[config.mk]
export PLATFORM = sky130hd
export DESIGN_NAME = control_fsm
export DESIGN_NICKNAME = d
export VERILOG_FILES = /design/src/rtl/control_pkg.sv /design/src/rtl/control_decode.sv /design/src/rtl/control_fsm.sv
export SDC_FILE = /design/constraint.sdc
export NUM_CORES = 1
export LEC_CHECK = 0
export ABC_AREA = 1
export CORE_ASPECT_RATIO = 0.9
export CORE_MARGIN = 1
export CORE_UTILIZATION = 30
export DETAILED_ROUTE_END_ITERATION = 10
export HOLD_SLACK_MARGIN = 0.05
export SLEW_MARGIN = 20
export SYNTH_ARGS = -nofsm -noshare
export SYNTH_HDL_FRONTEND = slang
export SYNTH_HIERARCHICAL = 1
export SYNTH_SLANG_ARGS = --single-unit
[constraint.sdc]
create_clock -name CLK -period 1.7 [get_ports CLK]
set_input_delay 0.255 -clock CLK [delete_from_list [all_inputs] [get_ports CLK]]
set_output_delay 0.255 -clock CLK [all_outputs]
set_load 0.01 [all_outputs]
[src/rtl/control_pkg.sv]
// Shared constants for the multicycle accumulator control FSM:
// state encodings, opcodes, result-mux selects and ALU operations.
// Optional feature macro used by importers: CONTROL_FSM_STALL_EN.
package control_pkg;

    localparam int OP_W  = 5;
    localparam int SEL_W = 5;

    // Codes 6 and 7 are never entered; the FSM recovers to FETCH from them.
    typedef enum logic [2:0] {
        S_FETCH  = 3'd0,
        S_DECODE = 3'd1,
        S_EXEC   = 3'd2,
        S_MEM    = 3'd3,
        S_WB     = 3'd4,
        S_HALT   = 3'd5
    } state_t;

    localparam logic [OP_W-1:0] OP_ADD   = 5'd0;
    localparam logic [OP_W-1:0] OP_SUB   = 5'd1;
    localparam logic [OP_W-1:0] OP_AND   = 5'd2;
    localparam logic [OP_W-1:0] OP_OR    = 5'd3;
    localparam logic [OP_W-1:0] OP_LOAD  = 5'd4;
    localparam logic [OP_W-1:0] OP_LOADI = 5'd5;
    localparam logic [OP_W-1:0] OP_STORE = 5'd6;
    localparam logic [OP_W-1:0] OP_BEQZ  = 5'd7;
    localparam logic [OP_W-1:0] OP_JUMP  = 5'd8;
    localparam logic [OP_W-1:0] OP_HALT  = 5'd31;

    localparam logic [SEL_W-1:0] SEL_ALU  = 5'd0;
    localparam logic [SEL_W-1:0] SEL_MEM  = 5'd1;
    localparam logic [SEL_W-1:0] SEL_IMM  = 5'd2;
    localparam logic [SEL_W-1:0] SEL_ZERO = 5'd10;

    // ALU register-register ops occupy the lowest four opcodes, so the
    // ALU operation is simply the low two opcode bits.
    function automatic logic is_alu_op(input logic [OP_W-1:0] op);
        return (op <= OP_OR);
    endfunction

    function automatic logic is_defined_op(input logic [OP_W-1:0] op);
        return (op <= OP_JUMP) || (op == OP_HALT);
    endfunction

endpackage

[src/rtl/control_decode.sv]
// Combinational output map for the control FSM: (state, opcode, zero)
// to datapath strobes, mux select and ALU operation.
// With CONTROL_FSM_STALL_EN defined, FETCH only commits PC/IR writes in
// the cycle memory reports ready.
import control_pkg::*;

module control_decode #(
    parameter int OPW  = OP_W,
    parameter int SELW = SEL_W
) (
    input  logic [2:0]      i_state,
    input  logic [OPW-1:0]  i_opcode,
    input  logic            i_zero,
`ifdef CONTROL_FSM_STALL_EN
    input  logic            i_mem_ready,
`endif
    output logic            o_pc_write,
    output logic            o_pc_src,
    output logic            o_ir_write,
    output logic            o_mem_read,
    output logic            o_mem_write,
    output logic            o_acc_write,
    output logic [SELW-1:0] o_mux_sel,
    output logic [1:0]      o_alu_op,
    output logic            o_halted,
    output logic            o_illegal_op
);

    logic w_mem_ok;

`ifdef CONTROL_FSM_STALL_EN
    assign w_mem_ok = i_mem_ready;
`else
    assign w_mem_ok = 1'b1;
`endif

    // Per-state strobe generation; everything idles at 0 and the mux
    // select idles on the constant-zero input.
    always_comb begin
        o_pc_write   = 1'b0;
        o_pc_src     = 1'b0;
        o_ir_write   = 1'b0;
        o_mem_read   = 1'b0;
        o_mem_write  = 1'b0;
        o_acc_write  = 1'b0;
        o_mux_sel    = SEL_ZERO;
        o_alu_op     = 2'b00;
        o_halted     = 1'b0;
        o_illegal_op = 1'b0;
        case (i_state)
            S_FETCH: begin
                o_mem_read = 1'b1;
                o_ir_write = w_mem_ok;
                o_pc_write = w_mem_ok;
            end
            S_DECODE: begin
                if (i_opcode == OP_JUMP) begin
                    o_pc_src   = 1'b1;
                    o_pc_write = 1'b1;
                end else if (!is_defined_op(i_opcode)) begin
                    o_illegal_op = 1'b1;
                end
            end
            S_EXEC: begin
                if (i_opcode == OP_BEQZ) begin
                    o_pc_src   = 1'b1;
                    o_pc_write = i_zero;
                end else begin
                    o_alu_op = i_opcode[1:0];
                end
            end
            S_MEM: begin
                if (i_opcode == OP_LOAD) begin
                    o_mem_read = 1'b1;
                end else if (i_opcode == OP_STORE) begin
                    o_mem_write = 1'b1;
                end
            end
            S_WB: begin
                o_acc_write = 1'b1;
                if (i_opcode == OP_LOAD) begin
                    o_mux_sel = SEL_MEM;
                end else if (i_opcode == OP_LOADI) begin
                    o_mux_sel = SEL_IMM;
                end else begin
                    o_mux_sel = SEL_ALU;
                    o_alu_op  = i_opcode[1:0];
                end
            end
            S_HALT: begin
                o_halted = 1'b1;
            end
            default: begin
            end
        endcase
    end

endmodule

[src/rtl/control_fsm.sv]
// Multicycle control FSM for the accumulator datapath. Holds the state
// register and next-state logic; output decoding lives in control_decode.
// Reset masks every output combinationally, so strobes drop in the same
// cycle Reset rises.
// Optional feature: CONTROL_FSM_STALL_EN adds MemReady, which stretches
// FETCH and MEM until memory completes.
import control_pkg::*;

module control_fsm #(
    parameter int OPW  = OP_W,
    parameter int SELW = SEL_W
) (
    input  logic            CLK,
    input  logic            Reset,
    input  logic [OPW-1:0]  Opcode,
    input  logic            Zero,
`ifdef CONTROL_FSM_STALL_EN
    input  logic            MemReady,
`endif
    output logic            PCWrite,
    output logic            PCSrc,
    output logic            IRWrite,
    output logic            MemRead,
    output logic            MemWrite,
    output logic            AccWrite,
    output logic [SELW-1:0] MuxSel,
    output logic [1:0]      ALUOp,
    output logic            Halted,
    output logic            IllegalOp,
    output logic [2:0]      State
);

    state_t r_state;
    state_t w_next_state;
    logic   w_mem_ok;

    logic            w_pc_write;
    logic            w_pc_src;
    logic            w_ir_write;
    logic            w_mem_read;
    logic            w_mem_write;
    logic            w_acc_write;
    logic [SELW-1:0] w_mux_sel;
    logic [1:0]      w_alu_op;
    logic            w_halted;
    logic            w_illegal_op;

`ifdef CONTROL_FSM_STALL_EN
    assign w_mem_ok = MemReady;
`else
    assign w_mem_ok = 1'b1;
`endif

    // State register with synchronous reset back to FETCH.
    always_ff @(posedge CLK) begin
        if (Reset) begin
            r_state <= S_FETCH;
        end else begin
            r_state <= w_next_state;
        end
    end

    // Next-state sequencing; Opcode is already stable once DECODE is reached.
    always_comb begin
        w_next_state = r_state;
        case (r_state)
            S_FETCH: begin
                if (w_mem_ok) w_next_state = S_DECODE;
            end
            S_DECODE: begin
                if (is_alu_op(Opcode) || Opcode == OP_BEQZ) begin
                    w_next_state = S_EXEC;
                end else if (Opcode == OP_LOAD || Opcode == OP_STORE) begin
                    w_next_state = S_MEM;
                end else if (Opcode == OP_LOADI) begin
                    w_next_state = S_WB;
                end else if (Opcode == OP_HALT) begin
                    w_next_state = S_HALT;
                end else begin
                    w_next_state = S_FETCH;
                end
            end
            S_EXEC: begin
                w_next_state = (Opcode == OP_BEQZ) ? S_FETCH : S_WB;
            end
            S_MEM: begin
                if (w_mem_ok) begin
                    w_next_state = (Opcode == OP_LOAD) ? S_WB : S_FETCH;
                end
            end
            S_WB:    w_next_state = S_FETCH;
            S_HALT:  w_next_state = S_HALT;
            default: w_next_state = S_FETCH;
        endcase
    end

    control_decode #(
        .OPW  (OPW),
        .SELW (SELW)
    ) u_decode (
        .i_state      (r_state),
        .i_opcode     (Opcode),
        .i_zero       (Zero),
`ifdef CONTROL_FSM_STALL_EN
        .i_mem_ready  (MemReady),
`endif
        .o_pc_write   (w_pc_write),
        .o_pc_src     (w_pc_src),
        .o_ir_write   (w_ir_write),
        .o_mem_read   (w_mem_read),
        .o_mem_write  (w_mem_write),
        .o_acc_write  (w_acc_write),
        .o_mux_sel    (w_mux_sel),
        .o_alu_op     (w_alu_op),
        .o_halted     (w_halted),
        .o_illegal_op (w_illegal_op)
    );

    assign PCWrite   = w_pc_write   & ~Reset;
    assign PCSrc     = w_pc_src     & ~Reset;
    assign IRWrite   = w_ir_write   & ~Reset;
    assign MemRead   = w_mem_read   & ~Reset;
    assign MemWrite  = w_mem_write  & ~Reset;
    assign AccWrite  = w_acc_write  & ~Reset;
    assign MuxSel    = Reset ? SEL_ZERO : w_mux_sel;
    assign ALUOp     = Reset ? 2'b00 : w_alu_op;
    assign Halted    = w_halted     & ~Reset;
    assign IllegalOp = w_illegal_op & ~Reset;
    assign State     = Reset ? 3'd0 : r_state;

endmodule

==> flow_metrics.py, run 1 <==
metrics = {
    "place": {
        "preCtsSetupSlack_ps": -495,
        "place_area_um2": 961,
        "placement.io_buffers": 23,
        "place_congestion": 0.842,
        "post-dp-hpwl_um": 1310,
    },
    "layout": {
        "n_antenna_cell": 0,
        "area_used_by_sequential_logic_in_the_layout_um2": 71.3,
        "reg_top3": "r_state (3)",
        "drive_above_1_share_pct": 33.3,
        "commonest_non_fill_non_tap_cell_in_the_layout": "nor2_1",
        "final_area_um2": 1030,
        "layout.filler_cells": 225,
        "final_net_count": 177,
        "flow.area_growth_from_synthesis_pct": 69.9,
        "multi_input_area_um2": 420,
        "flip_flop_count_of_the_largest_register_all_copies_and_words_added": 3,
        "layout_common_cells": "28 x nor2_1, 24 x inv_1, 21 x nand2_1",
        "largest_register": "r_state",
    },
    "die": {
        "dieArea_um2": 2210,
        "rows": 15,
        "floorplan.die.width_um": 49.4,
        "starting_density_of_the_core_pct": 31.7,
        "die-height_um": 44.7,
        "coreArea_um2": 1910,
        "floorplan.io_pins": 26,
    },
    "logic_synthesis": {
        "synth.mux.area_fraction_pct": 0,
        "synth_simple_gate_area_share_pct": 60.4,
        "netlist-cell-type-count": 21,
        "yosys_warnings": 6,
        "post_synth_xor_area_fraction_pct": 0,
        "synth_compound_area_share_pct": 4.74,
        "synth.avg_cell_area_um2": 4.97,
        "yosys_register_bits": 3,
        "sequential_area_share_after_synthesis_pct": 9.90,
        "synthCells": 122,
        "synth_top_family_by_area": "simple AND/OR/NAND/NOR gates",
        "syn_area_um2": 607,
        "yosys.area_share.adder_pct": 0,
    },
    "route": {
        "postRouteWirelength_um": 1650,
        "num_vias": 829,
        "route.detailed.vias_per_inst": 4.30,
        "final_antenna_net_count": 0,
        "post_drt_wl_per_cell_um": 8.55,
        "dr.pass1.iters": 4,
        "post-route-drc-count": 0,
        "drt_first_iter_violations": 15,
    },
    "cts": {
        "numClockSinks": 3,
        "cts_tree": "yes",
        "clk_pin_slew_worst_paths_ps": 40,
        "ctsRootBufferMaster": "clkbuf_4",
        "number_of_buffers_added_by_the_clock_tree_synthesis_step": 3,
        "worst_case_clock_buffer_depth": 2,
        "clock_latency_ps": 230,
        "number_of_h_tree_levels": 1,
    },
    "timing": {
        "achievable-frequency_mhz": 587,
        "totalNegativeSetupSlack_ps": -3.10,
        "setup_viol": 1,
        "unrepaired_setup_endpoints_after_global_routing": "yes",
        "clock_skew_ps": 4.29,
        "drv_slew": 0,
        "final_hold_viol_count": 0,
        "postLayoutSetupSlackWorst_ps": -3.10,
        "period_share_pct": 100,
        "period_needed_ps": 1700,
    },
    "grt": {
        "groute.layer.met1.usage_pct": 22.5,
        "global_route_total_overflow": 0,
        "grt_max_usage_layer": "met2",
        "global_route.usage.met3_pct": 2.41,
        "grt_pass1_vias": 722,
        "grt_pass1_wl_um": 2900,
        "grt_usage_pct": 16.6,
        "grt_util_met2_pct": 27.4,
        "largest_net_degree_at_the_start_of_global_routing": 14,
        "grt_antenna_before_repair": 0,
    },
    "power_and_ir_drop": {
        "power_density_over_the_cells_nw_per_um2": 825,
        "static_leak_uw": 0.000544,
        "power.ir.vdd_worst_v": 0.000464,
    },
    "critical_path": {
        "startpoint_of_the_most_critical_register_to_register_path": "r_state[0]$_SDFF_PP0_",
        "timing.reg2reg.worst_path_depth": 8,
        "cp-end-kind": "primary output",
        "worstPathRequired_ps": 1440,
        "timing.critical_path.from_type": "register",
        "rrSetupSlack_ps": 580,
        "timing_worst_setup_path_type": "reg2out",
        "path_max_fanout": 5,
        "regToRegEndpoint": "r_state[0]$_SDFF_PP0_",
        "cp.arrival_ps": 1450,
    },
    "hold_path": {
        "timing.hold.worst.class": "reg2reg",
        "hold_path_startpoint": "r_state[2]$_SDFF_PP0_",
        "hold_depth": 2,
        "hold_end": "r_state[1]$_SDFF_PP0_",
    },
    "run": {
        "max_cap_viol_count": 0,
    },
    "outcome": {
        "status": "finished, violations left",
        "violations_in_the_final_reports": "setup timing",
    },
}
-- final cells by class --
cell class	instances	area share, %
clock buffers	4	2.55
inverters	31	11.5
multi-input cells	85	40.8
flip-flops and latches	3	6.92
well taps	25	3.03
repair buffers	45	35.2
-- worst max-delay path: stages (launching register included) --
cell and delay [ps]:
dfxtp_4 360, nor3_4 210, buf_4 140, buf_4 100, inv_2 30, or2_2 270, buf_6 120
-- cell usage after synthesis --
library cell  count  area, um2
nor2_4            1       11.3
nor3_4            1       16.3
or2_2             2       12.5
o21ai_2           1       8.76
nand2_2           1       6.26
conb_1            1       3.75
buf_2             1       5.00
buf_4             2       15.0
inv_2             5       18.8
nor3_1            4       20.0
nand4_1           2       12.5
inv_1            26       97.6
buf_6             1       11.3
nand2_1          22       82.6
nor2_2            1       6.26
a21oi_1           1       5.00
o21ai_0           3       15.0
nand3_1          12       60.1
nor2_1           29        109
nor3_2            3       30.0
dfxtp_1           3       60.1
-- per-stage QoR --
| stage | total power, uW | util (%) | instances | hold WS (ps) |
|---|---|---|---|---|
| finish | 850 | 53.9 | 193 | 591 |
| global route | 934 | 53.9 | 193 | 609 |
| CTS | 829 | 52.9 | 192 | 587 |
| detailed placement | 681 | 50.2 | 183 | 654 |
| global placement | 680 | 50.2 | 183 | 648 |
| floorplan | 439 | - | 123 | 450 |
-- kinds of logic after synthesis --
| group | count (synthesis) |
|---|---|
| other | 1 |
| and+or+nand+nor | 78 |
| AOI/OAI and AO/OA | 5 |
| DFF | 3 |
| buffers and inverters | 35 |
-- power breakdown --
group / internal, uW / switching [uW] / leakage, uW
Sequential: 104 / 41.1 / 0.0000267
Combinational: 291 / 292 / 0.000503
Clock: 87.7 / 33.8 / 0.0000150
Total: 483 / 367 / 0.000544
-- how the worst max path moves through the flow --
stage | startpoint | endpoint | slack (ps)
3_5_place_dp | Opcode[4] | PCWrite | -490
5_1_grt | r_state[0]$_SDFF_PP0_ | ALUOp[0] | -90
4_1_cts | r_state[2]$_SDFF_PP0_ | MuxSel[1] | -10
6_report | r_state[0]$_SDFF_PP0_ | MuxSel[3] | -3
2_1_floorplan | r_state[1]$_SDFF_PP0_ | PCWrite | 340
3_3_place_gp | Opcode[4] | PCWrite | -460
-- repair_timing --
action / 4_1_cts / 5_1_grt
resized for setup: 46 / 16
cloned: 0 / 0
endpoints found under the setup margin: 16 / 10
pin swaps: 4 / 9
buffers inserted: 5 / 1
hold buffers: 0 / 0
-- per-layer routing --
| layer | vias up | routed length (um) |
|---|---|---|
| met5 | - | 0 |
| met4 | 0 | 0 |
| met3 | 0 | 117 |
| met2 | 32 | 759 |
| met1 | 337 | 774 |
| li1 | 460 | - |
Power figures use the tool's default switching activity.
==> run 2, diff against run 1 <==
--- a/config.mk
+++ b/config.mk
@@ -6,7 +6,7 @@
 export NUM_CORES = 1
 export LEC_CHECK = 0
 export ABC_AREA = 1
-export CORE_ASPECT_RATIO = 0.9
+export CORE_ASPECT_RATIO = 1.1
 export CORE_MARGIN = 1
 export CORE_UTILIZATION = 30
 export DETAILED_ROUTE_END_ITERATION = 10
==> constraint.sdc (replaced) <==
create_clock -name CLK -period 1.5 [get_ports CLK]
set_input_delay 0.225 -clock CLK [delete_from_list [all_inputs] [get_ports CLK]]
set_output_delay 0.225 -clock CLK [all_outputs]
set_load 0.01 [all_outputs]
==> flow_metrics.py, run 2 (synthesized netlist as in run 1, its figures left out) <==
metrics = {
    "place": {
        "placement.io_buffers": 23,
        "place_congestion": 0.796,
        "placed_cells": 190,
        "post-dp-hpwl_um": 1340,
    },
    "outcome": {
        "violations_in_the_final_reports": "setup timing",
        "status": "finished, violations left",
    },
    "cts": {
        "ctsRootBufferMaster": "clkbuf_4",
        "worst_case_clock_buffer_depth": 2,
        "number_of_buffers_added_by_the_clock_tree_synthesis_step": 3,
        "cts_tree": "yes",
        "number_of_h_tree_levels": 1,
        "clock_latency_ps": 240,
        "holdBufCountCts": 0,
        "clk_pin_slew_worst_paths_ps": 40,
        "numClockSinks": 3,
    },
    "layout": {
        "flow.area_growth_from_synthesis_pct": 82.5,
        "n_antenna_cell": 0,
        "layout_common_cells": "28 x nor2_1, 26 x buf_4, 25 x inv_1",
        "reg_top3": "r_state (3)",
        "final_net_count": 184,
        "drive_above_1_share_pct": 41.1,
        "flip_flop_count_of_the_largest_register_all_copies_and_words_added": 3,
        "instances_no_fill": 202,
        "largest_register": "r_state",
        "commonest_non_fill_non_tap_cell_in_the_layout": "nor2_1",
    },
    "timing": {
        "drv_slew": 0,
        "clock_skew_ps": 1.84,
        "achievable-frequency_mhz": 605,
        "setup_viol": 10,
        "fin_hold_ws_ps": 572,
        "period_share_pct": 110,
        "period_needed_ps": 1650,
        "postLayoutSetupSlackWorst_ps": -153,
        "unrepaired_setup_endpoints_after_global_routing": "yes",
        "final_hold_viol_count": 0,
    },
    "grt": {
        "grt_pass1_wl_um": 2830,
        "grt_antenna_before_repair": 0,
        "largest_net_degree_at_the_start_of_global_routing": 8,
        "grt_pass1_vias": 735,
        "grt_usage_pct": 17.2,
        "global_route_total_overflow": 0,
    },
    "power_and_ir_drop": {
        "power.share.combinational_pct": 70.8,
        "power.share.switching_pct": 43.4,
        "design_power_total_uw": 1090,
        "power.ir.vdd_worst_v": 0.000672,
        "net-switching-power_uw": 473,
        "part_of_the_power_in_registers_pct": 15.6,
        "power_density_over_the_cells_nw_per_um2": 983,
        "static_leak_uw": 0.000574,
        "clockPowerShare_pct": 13.6,
        "internal-power_uw": 616,
    },
    "critical_path": {
        "timing.reg2reg.worst_path_depth": 8,
        "timing_worst_setup_path_type": "reg2out",
        "startpoint_of_the_most_critical_register_to_register_path": "r_state[0]$_SDFF_PP0_",
        "worstPathRequired_ps": 1270,
        "rrSetupSlack_ps": 380,
        "cp.arrival_ps": 1430,
        "path_max_fanout": 4,
        "cp-end-kind": "primary output",
        "startpoint": "r_state[2]$_SDFF_PP0_",
        "timing.critical_path.from_type": "register",
    },
    "route": {
        "postRouteWirelength_um": 1760,
        "route.detailed.vias_per_inst": 4.21,
        "num_vias": 851,
        "post-route-drc-count": 0,
        "dr.pass1.iters": 4,
        "final_antenna_net_count": 0,
        "drt_first_iter_violations": 10,
        "post_drt_wl_per_cell_um": 8.71,
    },
    "die": {
        "floorplan.die.width_um": 44.9,
        "rows": 16,
        "die-height_um": 49.2,
        "floorplan.io_pins": 26,
        "coreArea_um2": 1840,
        "dieArea_um2": 2210,
        "starting_density_of_the_core_pct": 32.9,
    },
    "hold_path": {
        "timing.hold.worst.class": "reg2reg",
        "hold_path_startpoint": "r_state[1]$_SDFF_PP0_",
        "hold_depth": 2,
    },
    "run": {
        "max_cap_viol_count": 0,
    },
}
run 2: worst max-delay path, stage by stage, from the launching register on:
cell     delay, ps
dfxtp_4        370
inv_4           50
nor3_4         170
buf_6          130
buf_6           90
nand3_2         60
nand2_1         60
inv_1           40
nor2_1          90
buf_2          130
run 2: timing repair:
| item | 4_1_cts | 5_1_grt |
|---|---|---|
| gates resized for setup | 81 | 6 |
| pin swaps | 6 | 5 |
| setup buffers | 4 | 4 |
| hold endpoints to repair | 0 | 0 |
| cloned | 0 | 0 |
| endpoints found under the setup margin | 16 | 11 |
run 2: layer usage:
layer  track usage [%]  vias up  share of wire, %
met2              31.9       18                52
met4              7.58        0               1.5
met3              3.33        4               3.8
li1                  -      470                 -
met1              17.8      359                42
met5                 0        -                 0
run 2: through the flow:
step	instance area, um2	TNS [ps]	utilization (%)	worst slack [ps]
6_report	1110	-789	60.1	-153
5_1_grt	1110	-1740	60.1	-263
4_1_cts	1060	-832	57.5	-176
3_5_place_dp	1000	-7350	54.3	-633
3_3_place_gp	1000	-7230	54.3	-595
2_1_floorplan	611	0	-	167
run 2: power groups by stage:
stage / Sequential, uW / Combinational [uW] / Clock, uW
floorplan: 155 / 343 / 0
global placement: 147 / 652 / 0
detailed placement: 149 / 657 / 0
CTS: 173 / 698 / 151
global route: 177 / 844 / 162
finish: 170 / 771 / 148
run 2: layout make-up:
cell class,instances,area (um2)
clock buffers,4,26.3
multi-input cells,85,455
well taps,27,33.8
flip-flops and latches,3,68.8
fillers,186,734
repair buffers,52,402
inverters,31,121
run 2: path summary, 6_finish.rpt:
kind / endpoint
setup / recovery: ALUOp[0]
hold / removal: r_state[0]$_SDFF_PP0_
setup reg to reg: r_state[2]$_SDFF_PP0_
hold reg to reg: r_state[0]$_SDFF_PP0_
